[src/rtl/verin_adc_spi_responder_if.sv]
// SPI link between the verin SPI master and the ADC responder.
// Signal names follow the responder's side of the link.
interface verin_adc_spi_responder_if;
    logic sck_i;
    logic cs_n_i;
    logic miso_o;

    modport master (output sck_i, output cs_n_i, input miso_o);
    modport slave  (input sck_i, input cs_n_i, output miso_o);
endinterface

[src/rtl/verin_adc_spi_responder.sv]
// Emulates an ADC on the verin SPI bus: sends a null-prefixed, MSB-first conversion word
// on sck falling edges, with oversampled (synchronized) sck/cs_n.
module verin_adc_spi_responder #(
    parameter int DATA_W      = 12,
    parameter int SYNC_STAGES = 2
) (
    input  logic                 clk,
    input  logic                 reset_n,
    verin_adc_spi_responder_if.slave spi,
    input  logic [DATA_W-1:0]    data_i,
    output logic                 busy_o,
    output logic                 frame_done_o,
    output logic                 abort_o,
    output logic [7:0]           frame_cnt_o
);
    localparam int CNT_W = $clog2(DATA_W + 1);

    typedef enum logic [2:0] {IDLE, SAMPLE, NULLB, DATA, TRAIL} state_t;

    state_t                 state, state_nxt;
    logic [SYNC_STAGES-1:0] sck_sync, cs_sync;
    logic                   sck_d, cs_d;
    logic                   sck_fall, cs_fall, cs_rise;
    logic [DATA_W-1:0]      shreg, shreg_nxt;
    logic [CNT_W-1:0]       bit_cnt, bit_cnt_nxt;
    logic                   miso, miso_nxt;
    logic                   done_nxt, abort_nxt;
    logic [7:0]             cnt_nxt;

    always_ff @(posedge clk) begin
        if (!reset_n) begin
            sck_sync <= '0;
            cs_sync  <= '1;
            sck_d    <= 1'b0;
            cs_d     <= 1'b1;
        end else begin
            sck_sync <= {sck_sync[SYNC_STAGES-2:0], spi.sck_i};
            cs_sync  <= {cs_sync[SYNC_STAGES-2:0], spi.cs_n_i};
            sck_d    <= sck_sync[SYNC_STAGES-1];
            cs_d     <= cs_sync[SYNC_STAGES-1];
        end
    end

    assign sck_fall = sck_d & ~sck_sync[SYNC_STAGES-1];
    assign cs_fall  = cs_d & ~cs_sync[SYNC_STAGES-1];
    assign cs_rise  = ~cs_d & cs_sync[SYNC_STAGES-1];

    always_ff @(posedge clk) begin
        if (!reset_n) begin
            state        <= IDLE;
            shreg        <= '0;
            bit_cnt      <= '0;
            miso         <= 1'b0;
            frame_done_o <= 1'b0;
            abort_o      <= 1'b0;
            frame_cnt_o  <= 8'd0;
        end else begin
            state        <= state_nxt;
            shreg        <= shreg_nxt;
            bit_cnt      <= bit_cnt_nxt;
            miso         <= miso_nxt;
            frame_done_o <= done_nxt;
            abort_o      <= abort_nxt;
            frame_cnt_o  <= cnt_nxt;
        end
    end

    // cs_n edges are checked before sck edges so a coincident sck edge is dropped.
    always_comb begin
        state_nxt   = state;
        shreg_nxt   = shreg;
        bit_cnt_nxt = bit_cnt;
        miso_nxt    = miso;
        done_nxt    = 1'b0;
        abort_nxt   = 1'b0;
        cnt_nxt     = frame_cnt_o;
        case (state)
            IDLE: begin
                miso_nxt = 1'b0;
                if (cs_fall) begin
                    shreg_nxt   = data_i;
                    bit_cnt_nxt = '0;
                    state_nxt   = SAMPLE;
                end
            end
            SAMPLE, NULLB, DATA: begin
                if (cs_rise) begin
                    abort_nxt = 1'b1;
                    miso_nxt  = 1'b0;
                    state_nxt = IDLE;
                end else if (sck_fall) begin
                    if (state == SAMPLE) begin
                        miso_nxt  = 1'b0;
                        state_nxt = NULLB;
                    end else if (state == NULLB) begin
                        miso_nxt  = 1'b0;
                        state_nxt = DATA;
                    end else begin
                        miso_nxt    = shreg[DATA_W-1];
                        shreg_nxt   = {shreg[DATA_W-2:0], 1'b0};
                        bit_cnt_nxt = bit_cnt + 1'b1;
                        if (bit_cnt == CNT_W'(DATA_W - 1))
                            state_nxt = TRAIL;
                    end
                end
            end
            TRAIL: begin
                if (cs_rise) begin
                    done_nxt  = 1'b1;
                    cnt_nxt   = frame_cnt_o + 8'd1;
                    miso_nxt  = 1'b0;
                    state_nxt = IDLE;
                end else if (sck_fall) begin
                    miso_nxt = 1'b0;
                end
            end
            default: state_nxt = IDLE;
        endcase
    end

    assign spi.miso_o = miso;
    assign busy_o     = (state != IDLE);
endmodule

[src/flat_wrapper.sv]
// flat-port wrapper written by rule: the top's interface ports become plain ports
module verin_adc_spi_responder_flat 
#(
    parameter int DATA_W      = 12,
    parameter int SYNC_STAGES = 2
)
  (clk, reset_n, data_i, busy_o, frame_done_o, abort_o, frame_cnt_o, spi_sck_i, spi_cs_n_i, spi_miso_o);
  verin_adc_spi_responder_if spi_i ();
  input  logic clk;
  input  logic reset_n;
  input  logic [DATA_W-1:0] data_i;
  output logic busy_o;
  output logic frame_done_o;
  output logic abort_o;
  output logic [7:0] frame_cnt_o;
  input wire logic [$bits(spi_i.sck_i)-1:0] spi_sck_i;
  input wire logic [$bits(spi_i.cs_n_i)-1:0] spi_cs_n_i;
  output wire logic [$bits(spi_i.miso_o)-1:0] spi_miso_o;
  assign spi_i.sck_i = spi_sck_i;
  assign spi_i.cs_n_i = spi_cs_n_i;
  assign spi_miso_o = spi_i.miso_o;
  verin_adc_spi_responder #(.DATA_W(DATA_W), .SYNC_STAGES(SYNC_STAGES)) u_core (.clk(clk), .reset_n(reset_n), .spi(spi_i), .data_i(data_i), .busy_o(busy_o), .frame_done_o(frame_done_o), .abort_o(abort_o), .frame_cnt_o(frame_cnt_o));
endmodule
[config.mk]
export PLATFORM = sky130hd
export DESIGN_NAME = verin_adc_spi_responder_flat
export DESIGN_NICKNAME = d
export VERILOG_FILES = /design/src/rtl/verin_adc_spi_responder_if.sv /design/src/rtl/verin_adc_spi_responder.sv /design/src/flat_wrapper.sv
export SDC_FILE = /design/constraint.sdc
export NUM_CORES = 1
export LEC_CHECK = 0
export BUFFER_PORTS_ARGS = -buffer_cell sky130_fd_sc_hd__buf_2
export CAP_MARGIN = 0
export CORE_ASPECT_RATIO = 1.2
export CORE_MARGIN = 3
export CORE_UTILIZATION = 45
export DETAILED_ROUTE_END_ITERATION = 10
export PLACE_DENSITY = 0.67
export SETUP_SLACK_MARGIN = 0.15
export SYNTH_ARGS = -nofsm -noshare
export SYNTH_HDL_FRONTEND = slang
export SYNTH_SLANG_ARGS = --single-unit
[constraint.sdc]
create_clock -name clk -period 4.3 [get_ports clk]
set_input_delay 0.215 -clock clk [delete_from_list [all_inputs] [get_ports clk]]
set_output_delay 0.215 -clock clk [all_outputs]
set_load 0.02 [all_outputs]
==> results.yml <==
detailed_routing:
  dr.pass1.iters: 4
  wl_met2_um: 1700
  drc: 0
  drt_iter0_drc: 41
  routed_via_density: 5.32
  wl_met3_um: 129
  topRoutingLayerUsed: "met4"
  postRouteAntennaNets: 0
  wl_um: 3300
  wl_met1_um: 1430
  vias: 1331
  wire_per_inst_um: 13.2
setup_path:
  crit_buf_inv: 0
  r2r-start: "u_core.state[1]$_SDFFE_PN0P_"
  reg2reg_to: "u_core.shreg[7]$_SDFFE_PN0P_"
  cp-start-kind: "register"
  cp.depth: 4
  critPathSlowestCell: "dfxtp_1"
  slowest_delay_ns: 0.55
  worstPathArrival_ns: 2.12
  worstPathMaxFanout: 12
  end_kind: "register"
  path_cells: "or2_0, nand2b_1, mux2i_1, a211oi_1"
  crit_family: "simple AND/OR/NAND/NOR gates"
  required_ns: 4.48
  r2r_slack_ns: 2.36
  crit_type: "register to register"
  rr_worst_depth: 4
grt:
  grt_max_degree: 26
  track_usage_pct: 16.7
  antenna_found_initial: 0
  first_global_vias: 1312
  grt_overflow: 0
  grt_first_pass_wirelength_um: 5660
power_and_ir_drop:
  p_comb_share_pct: 8.5
  p_total_uw: 652
  switching_share_pct: 21.7
  p_seq_share_pct: 53.6
  power.switching_uw: 141
  p_leak_uw: 0.000842
  power_per_cell_area_nw_per_um2: 345
  peakVddDrop_v: 0.000189
  p_int_uw: 510
  clkPwrFrac_pct: 38.0
layout:
  antenna_cells: 0
  layout-drive-gt1-share_pct: 20.5
  fin_cells: 250
  fillers: 330
  nets: 218
  layout-area-overhead-vs-synth_pct: 12.1
hold_path:
  holdPathStages: 2
  min_path_type: "primary input to register"
  hp-start: "spi_cs_n_i"
  whs_endpoint: "u_core.cs_sync[0]$_SDFF_PN1_"
sta:
  finalSetupViolations: 0
  skew_ns: 0.00804
  maxSlewViolCount: 0
  max_freq_mhz: 516
  setup_ws_ns: 2.36
  fin_crit_ns: 1.94
  grt_setup_unrepaired: "no"
  tns_ns: 0
  post-route-period-util_pct: 45.0
  worst_slew_pin_slew_ns: 0.755
  hold_ws_ns: 0.120
  max-slew-margin-rel_pct: 49.6
  hold_viol_final: 0
synth:
  syn_inst: 176
  yosys_warnings: 0
  yosysTopAreaCellShare_pct: 42.7
  synthTopCellsByArea: "dfxtp_1, mux2i_1, a211oi_1"
  yosysUniqueCellTypes: 42
  ys.flop_type: "dfxtp_1"
  async_reset_ff_share_pct: 0
  syn_area_um2: 1690
  synth_edf_count: 0
  ys_ff_latch: 36
  yosysSeqAreaShare_pct: 42.7
  avgSynthCellArea_um2: 9.58
  synthesis.nets: 194
  synth_top_cell_by_area: "dfxtp_1"
clock_network:
  numCtsBuffers: 5
  postCtsSetupBuffers: 0
  clk_path_buf_depth: 2
  cts_max_level: 2
  clk_latency_ns: 0.28
  cts_tree: "built"
  cts_num_sinks: 36
  cts_root_buf: "clkbuf_8"
  cts.hold.buffers_added: 0
  cts_resized: 0
  path_clk_slew_ns: 0.07
run_status:
  outcome: "completed"
die:
  die_h_um: 73.1
  num_rows: 23
  core_um2: 3480
  start_util_pct: 48.4
  die_w_um: 61.9
  die_area_um2: 4520
  ioPinCount: 28
place:
  port-buffer-count: 27
  place_hpwl_um: 2400
  gp_congestion: 0.860
  place_ws_ns: 2.34
  place_inst: 243
run:
  maxCapViolations: 0
==> synth_stat cells (2+ instances only) <==
cell type and n:
a21oi_1 5, o21ai_0 4, nor2b_1 3, ha_1 2
mux2i_1 13, nand3_1 11, xor2_1 6, inv_1 3
dfxtp_1 36, a2111o_1 2, nand2b_1 6, nand2_1 11
nor3_1 14, and3_1 3, clkbuf_1 5, buf_2 3
nor2_1 10, a211oi_1 11, and2_1 5
==> power groups by stage <==
stage	Clock (µW)	Combinational (µW)	Sequential, µW
2_1_floorplan	0	43.7	355
3_3_place_gp	0	53.7	356
3_5_place_dp	0	55.7	357
4_1_cts	259	56.0	349
5_1_grt	276	62.1	350
6_report	248	55.1	349
==> routing by layer <==
metal | GRT usage, % | vias to the layer above
li1 | - | 681
met1 | 19.5 | 617
met2 | 27.9 | 29
met3 | 5.31 | 4
met4 | 6.37 | 0
met5 | 0 | -
==> layout by cell type, fill, tap and decap left out, types with 2 or more instances in the layout <==
cell type  synthesis  layout
dfxtp_1           36      36
xor2_1             6       6
and3_1             3       3
o21ai_0            4       4
mux2i_1           13      13
and2_1             5       5
ha_1               2       2
a211oi_1          11      11
a2111o_1           2       2
buf_2              3      27
nor2_1            10      10
nand2_1           11      11
nor2b_1            3       3
nand3_1           11      11
clkbuf_8           0       7
nand2b_1           6       6
nor3_1            14      14
a21oi_1            5       5
inv_1              3       3
==> how the worst max path moves through the flow <==
| stage | startpoint | end | slack, ns |
|---|---|---|---|
| finish | u_core.state[1]$_SDFFE_PN0P_ | u_core.shreg[7]$_SDFFE_PN0P_ | 2.36 |
| global route | u_core.state[1]$_SDFFE_PN0P_ | u_core.shreg[9]$_SDFFE_PN0P_ | 2.16 |
| CTS | u_core.state[1]$_SDFFE_PN0P_ | u_core.shreg[7]$_SDFFE_PN0P_ | 2.33 |
| detailed placement | u_core.state[1]$_SDFFE_PN0P_ | u_core.shreg[7]$_SDFFE_PN0P_ | 2.34 |
| global placement | u_core.state[1]$_SDFFE_PN0P_ | u_core.shreg[11]$_SDFFE_PN0P_ | 2.43 |
| floorplan | u_core.state[1]$_SDFFE_PN0P_ | u_core.bit_cnt[3]$_SDFFE_PN0P_ | 2.65 |
==> state kept, by name, summed over array words and instances (netlist names) <==
register             cells
u_core.spi.miso_o        1
u_core.state             3
u_core.shreg            12
u_core.frame_cnt_o       8
u_core.bit_cnt           4
u_core.sck_sync          2
u_core.cs_sync           2
u_core.frame_done_o      1
u_core.sck_d             1
u_core.abort_o           1
u_core.cs_d              1
==> cell type report <==
class	count	area (µm²)	share of cell area [%]
multi-input combinational	126	857	45.3
clock buffer	7	96.3	5.10
tap	50	62.6	3.31
inverter	3	11.3	0.596
sequential	36	721	38.1
timing repair buffer	28	143	7.54
==> cell families after synthesis <==
family | count (synthesis) | share of synthesized area [%]
AOI/OAI and AO/OA | 30 | 13.0
xor gates and xnor gates | 7 | 3.64
adders and majority gates | 3 | 2.08
buffers and inverters | 14 | 6.45
DFF | 36 | 42.7
muxes | 13 | 7.71
and+or+nand+nor | 73 | 24.4
==> per-stage QoR <==
step,instance area [µm²],utilization (%)
2_1_floorplan,1690,-
3_5_place_dp,1790,51.5
5_1_grt,1890,54.3
3_3_place_gp,1790,51.5
4_1_cts,1890,54.3
6_report,1890,54.3
Power figures use the tool's default switching activity.
